<file path="config.mk">
export PLATFORM = sky130hd
export DESIGN_NAME = cpu_trace_capture
export DESIGN_NICKNAME = d
export VERILOG_FILES = /design/src/rtl/cpu_trace_capture.sv
export SDC_FILE = /design/constraint.sdc
export NUM_CORES = 1
export LEC_CHECK = 0
export CAP_MARGIN = 10
export CORE_UTILIZATION = 55
export DETAILED_ROUTE_END_ITERATION = 10
export GPL_TIMING_DRIVEN = 0
export PLACE_DENSITY = 0.74
export SYNTH_ARGS = -nofsm -noshare
export SYNTH_HDL_FRONTEND = slang
export SYNTH_SLANG_ARGS = --single-unit
</file>
<file path="constraint.sdc">
create_clock -name clk -period 13.6 [get_ports clk]
set_clock_uncertainty 0.1 [all_clocks]
set_input_delay 2.04 -clock clk [delete_from_list [all_inputs] [get_ports clk]]
set_output_delay 2.04 -clock clk [all_outputs]
set_load 0.005 [all_outputs]
</file>
<file path="src/rtl/cpu_trace_capture.sv">
// Run-control and register-writeback trace unit: time-stamps each register write into a FIFO drained by valid/ready.
// Optional macro TRACE_ADDR_FILTER_EN adds filt_lo/filt_hi to restrict capture to an address window.
module cpu_trace_capture #(
  parameter int PC_W    = 32,
  parameter int AW      = 3,
  parameter int DW      = 16,
  parameter int STAMP_W = 16,
  parameter int DEPTH   = 8,
  localparam int REC_W  = STAMP_W + PC_W + AW + DW
) (
  input  logic               clk,
  input  logic               rst,
  input  logic               start,
  input  logic               stop,
  input  logic [STAMP_W-1:0] cycle_limit,
  input  logic [PC_W-1:0]    pc,
  input  logic               wb_en,
  input  logic [AW-1:0]      wb_addr,
  input  logic [DW-1:0]      wb_data,
  output logic               trace_valid,
  input  logic               trace_ready,
  output logic [REC_W-1:0]   trace_data,
  output logic               busy,
  output logic               done,
  output logic [7:0]         drop_cnt
`ifdef TRACE_ADDR_FILTER_EN
  ,
  input  logic [AW-1:0]      filt_lo,
  input  logic [AW-1:0]      filt_hi
`endif
);

  localparam int PW = $clog2(DEPTH);

  typedef enum logic [1:0] {IDLE, RUN, DRAIN, DONE} state_t;

  state_t             state, state_nx;
  logic [STAMP_W-1:0] cnt;
  logic [REC_W-1:0]   mem [DEPTH];
  logic [PW:0]        wptr, rptr;
  logic [REC_W-1:0]   hold_q;

  logic empty, full, pop, push, drop, capture, addr_ok, last_cycle, start_ok;

  // The extra MSB on each pointer tells a full FIFO apart from an empty one.
  assign empty = (wptr == rptr);
  assign full  = (wptr[PW] != rptr[PW]) && (wptr[PW-1:0] == rptr[PW-1:0]);

`ifdef TRACE_ADDR_FILTER_EN
  assign addr_ok = (wb_addr >= filt_lo) && (wb_addr <= filt_hi);
`else
  assign addr_ok = 1'b1;
`endif

  assign trace_valid = !empty;
  assign pop         = trace_valid && trace_ready;
  assign capture     = (state == RUN) && wb_en && addr_ok;
  // A full FIFO still accepts a write when the head leaves in the same cycle.
  assign push        = capture && (!full || pop);
  assign drop        = capture && full && !pop;
  assign last_cycle  = stop || ((cycle_limit != '0) && (cnt == cycle_limit - STAMP_W'(1)));
  assign start_ok    = start && ((state == IDLE) || (state == DONE));

  // Head is read straight from the array; once empty, the last presented record is held.
  assign trace_data = trace_valid ? mem[rptr[PW-1:0]] : hold_q;
  assign busy       = (state == RUN) || (state == DRAIN);
  assign done       = (state == DONE);

  // NOTE: every always_comb output gets a default first so no path leaves it unassigned (no latch).
  always_comb begin
    state_nx = state;
    unique case (state)
      IDLE, DONE: if (start) state_nx = RUN;
      RUN:        if (last_cycle) state_nx = DRAIN;
      DRAIN:      if (empty) state_nx = DONE;
      default:    state_nx = IDLE;
    endcase
  end

  // NOTE: sequential state uses non-blocking assignments so all registers update from pre-edge values.
  always_ff @(posedge clk) begin
    if (rst) begin
      state    <= IDLE;
      cnt      <= '0;
      wptr     <= '0;
      rptr     <= '0;
      drop_cnt <= '0;
      hold_q   <= '0;
    end else begin
      state <= state_nx;
      if (trace_valid) hold_q <= mem[rptr[PW-1:0]];
      if (start_ok) begin
        cnt      <= '0;
        wptr     <= '0;
        rptr     <= '0;
        drop_cnt <= '0;
      end else begin
        if (push) wptr <= wptr + (PW+1)'(1);
        if (pop)  rptr <= rptr + (PW+1)'(1);
        if (state == RUN) cnt <= cnt + STAMP_W'(1);
        if (drop && (drop_cnt != 8'hff)) drop_cnt <= drop_cnt + 8'd1;
      end
    end
  end

  // NOTE: the storage array has no reset; the pointers alone define which entries are valid.
  always_ff @(posedge clk) begin
    if (push) mem[wptr[PW-1:0]] <= {cnt, pc, wb_addr, wb_data};
  end

endmodule
</file>
==> results of run 1 <==
[critical path, delay by kind of cell (launching register included)]
kind,cells,cell delay [ps]
AO/OA/AOI/OAI,1,350
buffers and inverters,4,2410
multiplexers,2,470
flip-flops,1,320
[how the worst max path moves through the flow]
stage	slack (ps)	from	end
CTS	7260	flop	trace_data[59]
global placement	-4350	trace_ready	mem[2][41]
global route	7170	wptr[2]	trace_data[60]
detailed placement	7960	flop	trace_data[51]
floorplan	3520	trace_ready	mem[2][0]
finish	7300	flop	trace_data[59]
[synth_stat cells (2+ instances only)]
master	instances	area (um2)
edfxtp_1	536	16100
mux4_2	134	3020
nor2_1	110	413
dfxtp_1	104	2080
a21oi_1	77	385
mux2i_1	72	721
nor2b_1	69	432
clkbuf_1	48	180
xnor2_1	24	210
xor2_1	23	201
nand2_1	19	71.3
nand3_1	19	95.1
buf_1	13	48.8
nand4_1	11	68.8
nor3_1	11	55.1
o21ai_0	10	50.1
buf_2	9	45.0
ha_1	9	113
inv_1	8	30.0
or3_1	4	25.0
nand3b_1	3	22.5
nor3b_1	3	22.5
nor4_1	3	18.8
o211ai_1	3	22.5
a21o_1	2	15.0
buf_6	2	22.5
nand4b_1	2	17.5
nor4b_1	2	17.5
xnor2_2	2	32.5
[registers in the layout (all words and copies together), names as in the netlist, named ones only]
signal,cells
mem,536
drop_cnt,8
hold_q,67
rptr,4
state,2
wptr,4
cnt,16
[cell type report]
type,instances,area share
flip-flops and latches,640,0.611
multi-input cells,629,0.210
repair buffers,218,0.0733
clock buffers,82,0.0573
well taps,592,0.0249
clock inverters,31,0.0125
plain buffers,72,0.00997
inverters,8,0.00101
[per-stage QoR]
step / setup slack, ps / hold WS [ps] / setup TNS (ps)
final: 7300 / 434 / 0
after global routing: 7170 / 457 / 0
after CTS: 7260 / 437 / 0
after detailed placement: 7960 / 419 / 0
after global placement: -4350 / 405 / -751830
after floorplan: 3520 / 384 / 0
[power by group through the flow]
stage / combinational [mW] / sequential [mW] / clock [mW]
final: 0.867 / 2.27 / 1.74
after global routing: 0.931 / 2.28 / 1.83
after CTS: 0.874 / 2.27 / 1.76
after detailed placement: 0.861 / 2.31 / 0
after global placement: 0.827 / 2.33 / 0
after floorplan: 0.422 / 2.31 / 0
[routing by layer]
metal / global-route usage / vias to the layer above / routed length (um) / share of wire
met3: 0.0377 / 90 / 3420 / 0.064
li1: - / 5846 / - / -
met5: 0 / - / 30 / 0.00057
met2: 0.379 / 443 / 25900 / 0.49
met1: 0.327 / 6808 / 22400 / 0.42
met4: 0.0741 / 4 / 1220 / 0.023
[logic make-up after synthesis]
logic type	Yosys count	synth area share
simple gates	263	0.0538
mux	208	0.152
compound gates	100	0.0224
buf+inv	80	0.0132
fa+ha+maj	9	0.00456
xor+xnor	49	0.0180
flops	640	0.736
==> summary.txt, run 1 <==
Layout
  • Number of fillers in the final layout: 2852
  • Area of the multi-input gates: 0.00625 mm2
  • Post-route cell area: 0.0298 mm2
  • Area Overhead vs Synth: 20.4%
  • Most frequent cells in the layout: 536 x edfxtp_1, 149 x clkdlybuf4s50_1, 134 x mux4_2, 109 x nor2_1, 104 x dfxtp_1
  • Fin util: 0.673
  • Non-filler cells in the finished layout: 2272
  • Layout Nets: 1712
  • Most common cell after layout, fill and taps aside: edfxtp_1
  • FF/Latch Area: 0.0182 mm2
  • Layout cells sized above 1: 0.196
  • Antenna cell count: 0

Power
  • Comb power frac: 0.178
  • Worst vdd ir: 0.104 mV
  • Pwr Density: 164 mW/mm2
  • Psw: 1.16 mW
  • Sw frac: 0.238
  • Pint: 3.72 mW
  • Clk pwr share: 0.356
  • Total Power: 4.88 mW
  • Lkg Pwr: 9.46 nW
  • Sequential power share: 0.466

Worst setup path
  • R2r endpoint: mem[1][28]
  • Worst setup EP type: output port
  • Slowest cell on the critical path: clkbuf_1
  • Kind of critical path: flop to output port
  • Reg2Reg Setup Slack: 10030 ps
  • Startpoint Class: flop
  • Critical-path maximum fanout: 10
  • CP most frequent cell: clkbuf_1
  • CP peak stage delay: 650 ps
  • R2R depth: 9
  • Arr. time, crit path: 4160 ps
  • Critical Path, Cell by Cell: clkbuf_1 > clkbuf_1 > clkbuf_1 > mux4_2 > mux2i_1 > a21oi_1 > clkdlybuf4s50_1
  • Reg-to-reg startpoint: state[1]
  • Required @ worst endpoint: 11460 ps

Global routing
  • Number of global-route vias before repair: 13400
  • Antenna violations before repair: 2
  • First-pass GRT wire length: 79800 um
  • Largest net degree at the start of global routing: 24
  • Overall routing resource usage: 0.233
  • Grt ovf: 0

Yosys
  • Syn_nets: 1431
  • Ys Warns: 0
  • Synthesized area: 0.0247 mm2
  • Mapped Avg Cell Area: 18.3 um2
  • EDFF count, synth: 536
  • Mapped Cells: 1349
  • #FFs+latches synth: 640
  • Main synth FF type: edfxtp_1
  • Register area share after synthesis: 0.736
  • Count of cell types in the netlist: 46
  • FFs w/ async S/R, synth: 0

Floorplan
  • # rows: 77
  • Core Box Area: 0.0442 mm2
  • Initial Util: 0.559
  • Die width: 214 um
  • Die Ht: 214 um
  • IO Pins: 151
  • Die area: 0.0458 mm2

STA
  • Fin. max-slew vios: 0
  • Final setup vio count: 0
  • Fin crit period: 6300 ps
  • Slew HR: 0.209
  • RSZ-0062 raised after global routing: false
  • Final hold vios: 0
  • Worst slew pin tran: 1190 ps
  • Tcrit/Tclk final: 0.463
  • F_max: 0.159 GHz

Drt
  • Post-Route WL: 53000 um
  • Routed len/inst: 23.3 um
  • Routed via count: 13200
  • Vias per std cell: 5.81
  • Drt first pass iters: 5
  • ANT nets after route: 0
  • Initial DRC Count: 1264
  • Detailed-route DRC error count: 0

Placed design
  • Cells after DPL: 2159
  • GPL Wtd Cong: 0.832
  • Placed cell area: 0.0277 mm2
  • HPWL after DPL: 34800 um
  • PortBufs: 149

Clock network
  • Hold-fix buffers, CTS: 0
  • Post-CTS Setup Bufs: 0
  • Resize count post-CTS: 0
  • Root Driver: clkbuf_16
  • Clk buf depth: 3
  • Clk slew on worst S/H paths: 60 ps
  • Cts bufs inserted: 61
  • Worst-Skew Late Latency: 610 ps
  • Htree depth: 2
  • CTS sink cnt: 640
  • CTS tree: yes

Worst hold path
  • Hold Crit Depth: 2
  • Hold WC Path Type: flop to flop
  • Worst Hold End: drop_cnt[7]
  • Min-delay src: drop_cnt[7]

Run
  • Maxcap violations: 0

Run status
  • Status: complete, no violations
Note: power is estimated with default switching activity, not from simulation.
==> run 2: changes to the inputs <==
--- a/config.mk
+++ b/config.mk
@@ -6,7 +6,7 @@
 export NUM_CORES = 1
 export LEC_CHECK = 0
 export CAP_MARGIN = 10
-export CORE_UTILIZATION = 55
+export CORE_UTILIZATION = 53
 export DETAILED_ROUTE_END_ITERATION = 10
 export GPL_TIMING_DRIVEN = 0
 export PLACE_DENSITY = 0.74
==> constraint.sdc (replaced) <==
create_clock -name clk -period 5.23 [get_ports clk]
set_clock_uncertainty 0.1 [all_clocks]
set_input_delay 0.7845 -clock clk [delete_from_list [all_inputs] [get_ports clk]]
set_output_delay 0.7845 -clock clk [all_outputs]
set_load 0.005 [all_outputs]
==> summary.txt, run 2 (synthesis gave the netlist of run 1 again) <==
Run status
  • Status: complete, no violations

STA
  • Slew HR: 0.278 (+0.0694)
  • Tcrit/Tclk final: 0.954
  • Final setup vio count: 0 (unchanged)
  • RSZ-0062 raised after global routing: false
  • Final hold vios: 0 (unchanged)
  • F_max: 0.200 GHz
  • Worst slew pin tran: 1080 ps (-104 ps)
  • Fin crit period: 4990 ps
  • Fin. max-slew vios: 0 (unchanged)
  • Hold_ws: 437 ps (+3.79 ps)

Floorplan
  • Die area: 0.0475 mm2 (+3.7%)
  • Die Ht: 218 um (+1.9%)
  • Core Box Area: 0.0457 mm2 (+3.3%)
  • Initial Util: 0.541 (-0.0178)
  • IO Pins: 151 (unchanged)
  • Die width: 218 um (+1.9%)
  • # rows: 78 (+1.3%)

Clock network
  • Htree depth: 2 (unchanged)
  • Cts bufs inserted: 60 (-1.6%)
  • Clk slew on worst S/H paths: 70 ps (about the same)
  • CTS sink cnt: 640 (unchanged)
  • Worst-Skew Late Latency: 610 ps (about the same)
  • Clk buf depth: 3 (unchanged)
  • CTS tree: yes
  • Root Driver: clkbuf_16
  • Post-CTS Setup Bufs: 0 (unchanged)

Power
  • Comb power frac: 0.181 (+0.003)
  • Pint: 9.60 mW (+160%)
  • Lkg Pwr: 9.41 nW (-0.60%)
  • Total Power: 12.6 mW (+160%)
  • Clk pwr share: 0.351 (-0.005)
  • Psw: 3.02 mW (+160%)
  • Worst vdd ir: 0.275 mV (+160%)
  • Pwr Density: 422 mW/mm2 (+160%)
  • Sequential power share: 0.469 (+0.003)
  • Sw frac: 0.240 (+0.00172)

Drt
  • ANT nets after route: 0 (unchanged)
  • Routed len/inst: 23.7 um (+1.5%)
  • Initial DRC Count: 1275 (+0.87%)
  • Drt first pass iters: 5 (unchanged)
  • Vias per std cell: 5.79 (-0.25%)
  • Detailed-route DRC error count: 0 (unchanged)
  • Routed via count: 13100 (-0.78%)
  • Post-Route WL: 53500 um (+0.97%)

Placed design
  • PortBufs: 149 (unchanged)
  • Cells after DPL: 2146 (-0.60%)
  • Placed cell area: 0.0279 mm2 (+0.64%)
  • HPWL after DPL: 35400 um (+1.6%)
  • GPL Wtd Cong: 0.839 (+0.94%)

Layout
  • Layout Nets: 1690 (-1.3%)
  • Most common cell after layout, fill and taps aside: edfxtp_1
  • Non-filler cells in the finished layout: 2260 (-0.53%)
  • Layout cells sized above 1: 0.186 (-0.0107)
  • Area Overhead vs Synth: 21.0%
  • Max reg flops: 536 (unchanged)
  • Most frequent cells in the layout: 536 x edfxtp_1, 149 x clkdlybuf4s50_1, 134 x mux4_2, 109 x nor2_1, 104 x dfxtp_1
  • Post-route cell area: 0.0299 mm2 (+0.49%)
  • Fin util: 0.655 (-0.0182)

Worst hold path
  • Min-delay src: state[0]
  • Hold WC Path Type: flop to flop

Global routing
  • Antenna violations before repair: 3 (+1)
  • Number of global-route vias before repair: 13600 (+1.7%)
  • Largest net degree at the start of global routing: 24 (unchanged)
  • First-pass GRT wire length: 81000 um (+1.6%)
  • Grt ovf: 0 (unchanged)
  • Overall routing resource usage: 0.232 (-0.00189)

Worst setup path
  • Reg2Reg Setup Slack: 1730 ps (-8300 ps)
  • Required @ worst endpoint: 4350 ps (-7110 ps)
  • Critical-path maximum fanout: 10 (unchanged)
  • Kind of critical path: flop to output port
  • Startpoint Class: flop
  • Worst setup EP type: output port
  • Arr. time, crit path: 4100 ps (-60 ps)
  • Reg-to-reg startpoint: wptr[2]

Run
  • Maxcap violations: 0 (unchanged)
==> run 2: final timing paths <==
kind / end / depth (start not counted)
max: trace_data[51] / 7
min: state[0] / 2
max reg2reg: mem[6][39] / 8
min reg2reg: state[0] / 2
==> run 2: metal layers <==
layer  global-route usage  vias up  part of all wire
li1                     -     5822                 -
met1                0.322     6741              0.42
met2                0.378      447              0.49
met3               0.0375       76             0.064
met4               0.0723        2             0.022
met5                    0        -           0.00024
==> run 2: area by class of cell <==
class                           instances  area [um2]
Clock buffer                           88        1780
Inverter                                8        30.0
Clock inverter                         24         259
Sequential cell                       640       18200
Multi-Input combinational cell        629        6300
Timing Repair Buffer                  197        2300
Tap cell                              600         751
Antenna cell                            2        5.00
Buffer                                 72         299
Fill cell                            3020       15800
==> run 2: critical path: stages, from the launching register on <==
cell and delay (ps):
dfxtp_1 320, clkbuf_1 610, clkbuf_1 600, buf_1 650, mux4_2 410, mux2i_1 290, a21oi_1 140, clkdlybuf4s50_1 470
==> run 2: timing repair <==
action                                  4_1_cts  5_1_grt
cloned                                        0        0
pin swaps                                     0        0
hold buffers                                  0        0
endpoints found under the setup margin        3        3
gates resized for setup                       1        2
==> run 2: per-stage QoR <==
stage          setup slack, ps   TNS, ps
2_1_floorplan             -311    -61470
3_3_place_gp             -4750  -1785550
3_5_place_dp               587         0
4_1_cts                   44.0         0
5_1_grt                    108         0
6_report                   241         0
==> run 2: power by group through the flow <==
| stage | combinational, mW | clock (mW) | sequential, mW |
|---|---|---|---|
| finish | 2.28 | 4.43 | 5.92 |
| floorplan | 1.10 | 0 | 6.00 |
| global placement | 2.17 | 0 | 6.03 |
| global route | 2.46 | 4.70 | 5.94 |
| CTS | 2.30 | 4.50 | 5.92 |
| detailed placement | 2.27 | 0 | 6.02 |
==> run 3: changes to the inputs <==
--- a/config.mk
+++ b/config.mk
@@ -8,7 +8,6 @@
 export CAP_MARGIN = 10
 export CORE_UTILIZATION = 53
 export DETAILED_ROUTE_END_ITERATION = 10
-export GPL_TIMING_DRIVEN = 0
 export PLACE_DENSITY = 0.74
 export SYNTH_ARGS = -nofsm -noshare
 export SYNTH_HDL_FRONTEND = slang
==> summary.txt, run 3 (synthesis gave the netlist of run 1 again) <==
Run status
  • Status: complete, no violations

Placed design
  • GPL Wtd Cong: 0.858 (+2.3%)
  • HPWL after DPL: 26700 um (-24%)
  • Cells after DPL: 2058 (-4.1%)
  • Placed cell area: 0.0271 mm2 (-2.8%)
  • PortBufs: 150 (+0.67%)

Global routing
  • Antenna violations before repair: 0 (-3)
  • Overall routing resource usage: 0.212 (-0.0199)
  • First-pass GRT wire length: 75500 um (-6.7%)
  • Grt ovf: 0 (unchanged)
  • Largest net degree at the start of global routing: 91 (+280%)
  • Number of global-route vias before repair: 13000 (-4.4%)

Worst setup path
  • R2R depth: 6 (-2)
  • Startpoint Class: flop
  • Arr. time, crit path: 3260 ps (-840 ps)
  • Worst setup EP type: output port
  • Critical-path maximum fanout: 55 (+45)
  • Reg2Reg Setup Slack: 1970 ps (+240 ps)
  • CP endpoint: trace_data[24]
  • Reg-to-reg startpoint: wptr[0]
  • Required @ worst endpoint: 4350 ps (about the same)
  • R2r endpoint: mem[1][40]
  • Kind of critical path: flop to output port

Clock network
  • CTS tree: yes
  • Worst-Skew Late Latency: 610 ps (about the same)
  • Cts bufs inserted: 60 (unchanged)
  • CTS sink cnt: 640 (unchanged)
  • Hold-fix buffers, CTS: 0 (unchanged)
  • Post-CTS Setup Bufs: 0 (unchanged)
  • Root Driver: clkbuf_16
  • Clk slew on worst S/H paths: 60 ps (about the same)
  • Clk buf depth: 3 (unchanged)
  • Htree depth: 2 (unchanged)
  • Resize count post-CTS: 0 (-1)

Floorplan
  • Initial Util: 0.541 (unchanged)
  • Die width: 218 um (unchanged)
  • # rows: 78 (unchanged)
  • Core Box Area: 0.0457 mm2 (unchanged)
  • Die area: 0.0475 mm2 (unchanged)
  • IO Pins: 151 (unchanged)
  • Die Ht: 218 um (unchanged)

Layout
  • Layout cells sized above 1: 0.175 (-0.0105)
  • Fin util: 0.636 (-0.0187)
  • Max reg flops: 536 (unchanged)
  • Antenna cell count: 0 (-2)
  • Number of fillers in the final layout: 3166 (+4.8%)
  • Area Overhead vs Synth: 17.6%
  • Area of the multi-input gates: 0.00630 mm2 (unchanged)
  • Most common cell after layout, fill and taps aside: edfxtp_1
  • FF/Latch Area: 0.0182 mm2 (about the same)
  • Post-route cell area: 0.0290 mm2 (-2.9%)
  • Most frequent cells in the layout: 536 x edfxtp_1, 149 x clkdlybuf4s50_1, 134 x mux4_2, 109 x nor2_1, 101 x dfxtp_1
  • Non-filler cells in the finished layout: 2169 (-4.0%)
  • Layout Nets: 1602 (-5.2%)

STA
  • Tcrit/Tclk final: 0.792 (-0.162)
  • Fin crit period: 4140 ps (-847 ps)
  • Fin. max-slew vios: 0 (unchanged)
  • Worst slew pin tran: 1080 ps (-7.38 ps)
  • Final setup vio count: 0 (unchanged)
  • Final hold vios: 0 (unchanged)
  • Fin Setup TNS: 0 ps (unchanged)
  • Slew HR: 0.283 (+0.00492)
  • F_max: 0.241 GHz (+20%)
  • RSZ-0062 raised after global routing: false

Drt
  • Routed len/inst: 22.4 um (-5.3%)
  • Drt first pass iters: 6 (+1)
  • Initial DRC Count: 1072 (-16%)
  • ANT nets after route: 0 (unchanged)
  • Post-Route WL: 48600 um (-9.1%)
  • Vias per std cell: 5.76 (-0.60%)
  • Detailed-route DRC error count: 0 (unchanged)
  • Routed via count: 12500 (-4.6%)

Worst hold path
  • Hold WC Path Type: flop to flop

Power
  • Total Power: 12.3 mW (-2.3%)
  • Lkg Pwr: 9.05 nW (-3.8%)
  • Worst vdd ir: 0.270 mV (-1.6%)
  • Pwr Density: 425 mW/mm2 (+0.61%)

Run
  • Maxcap violations: 0 (unchanged)
[run 3: cell type report]
class	count	share of cell area
Timing Repair Buffer	181	0.0626
Clock buffer	86	0.0597
Tap cell	600	0.0258
Clock inverter	25	0.00780
Sequential cell	640	0.626
Inverter	8	0.00103
Multi-Input combinational cell	629	0.217
[run 3: how the worst min path moves through the flow]
| stage | cells after the start | end | from |
|---|---|---|---|
| floorplan | 2 | state[0] | state[0] |
| global placement | 2 | drop_cnt[5] | drop_cnt[5] |
| detailed placement | 2 | drop_cnt[7] | drop_cnt[7] |
| CTS | 2 | state[0] | state[0] |
| global route | 2 | drop_cnt[5] | drop_cnt[5] |
| finish | 2 | state[0] | state[0] |
[run 3: through the flow]
| step | setup slack [ps] | hold WS (ps) |
|---|---|---|
| detailed placement | 1470 | 411 |
| global route | 930 | 474 |
| floorplan | -311 | 384 |
| CTS | 1020 | 424 |
| finish | 1090 | 420 |
| global placement | 1620 | 408 |
[run 3: worst max-delay path, stage by stage, from the launching register on]
cell             delay, ps
dfxtp_4                890
buf_4                  520
mux4_2                 380
mux2i_1                190
a21oi_1                130
clkdlybuf4s50_1        510
[run 3: per-layer routing]
layer / GRT usage / share of wire / vias up
li1: - / - / 5633
met1: 0.295 / 0.43 / 6482
met2: 0.350 / 0.51 / 311
met3: 0.0303 / 0.047 / 60
met4: 0.0585 / 0.018 / 0
met5: 0 / 0 / -
[run 3: where the power goes]
part | switching (mW) | internal (mW)
combinational | 0.985 | 1.15
sequential | 0.113 | 5.82
clock | 1.78 | 2.49
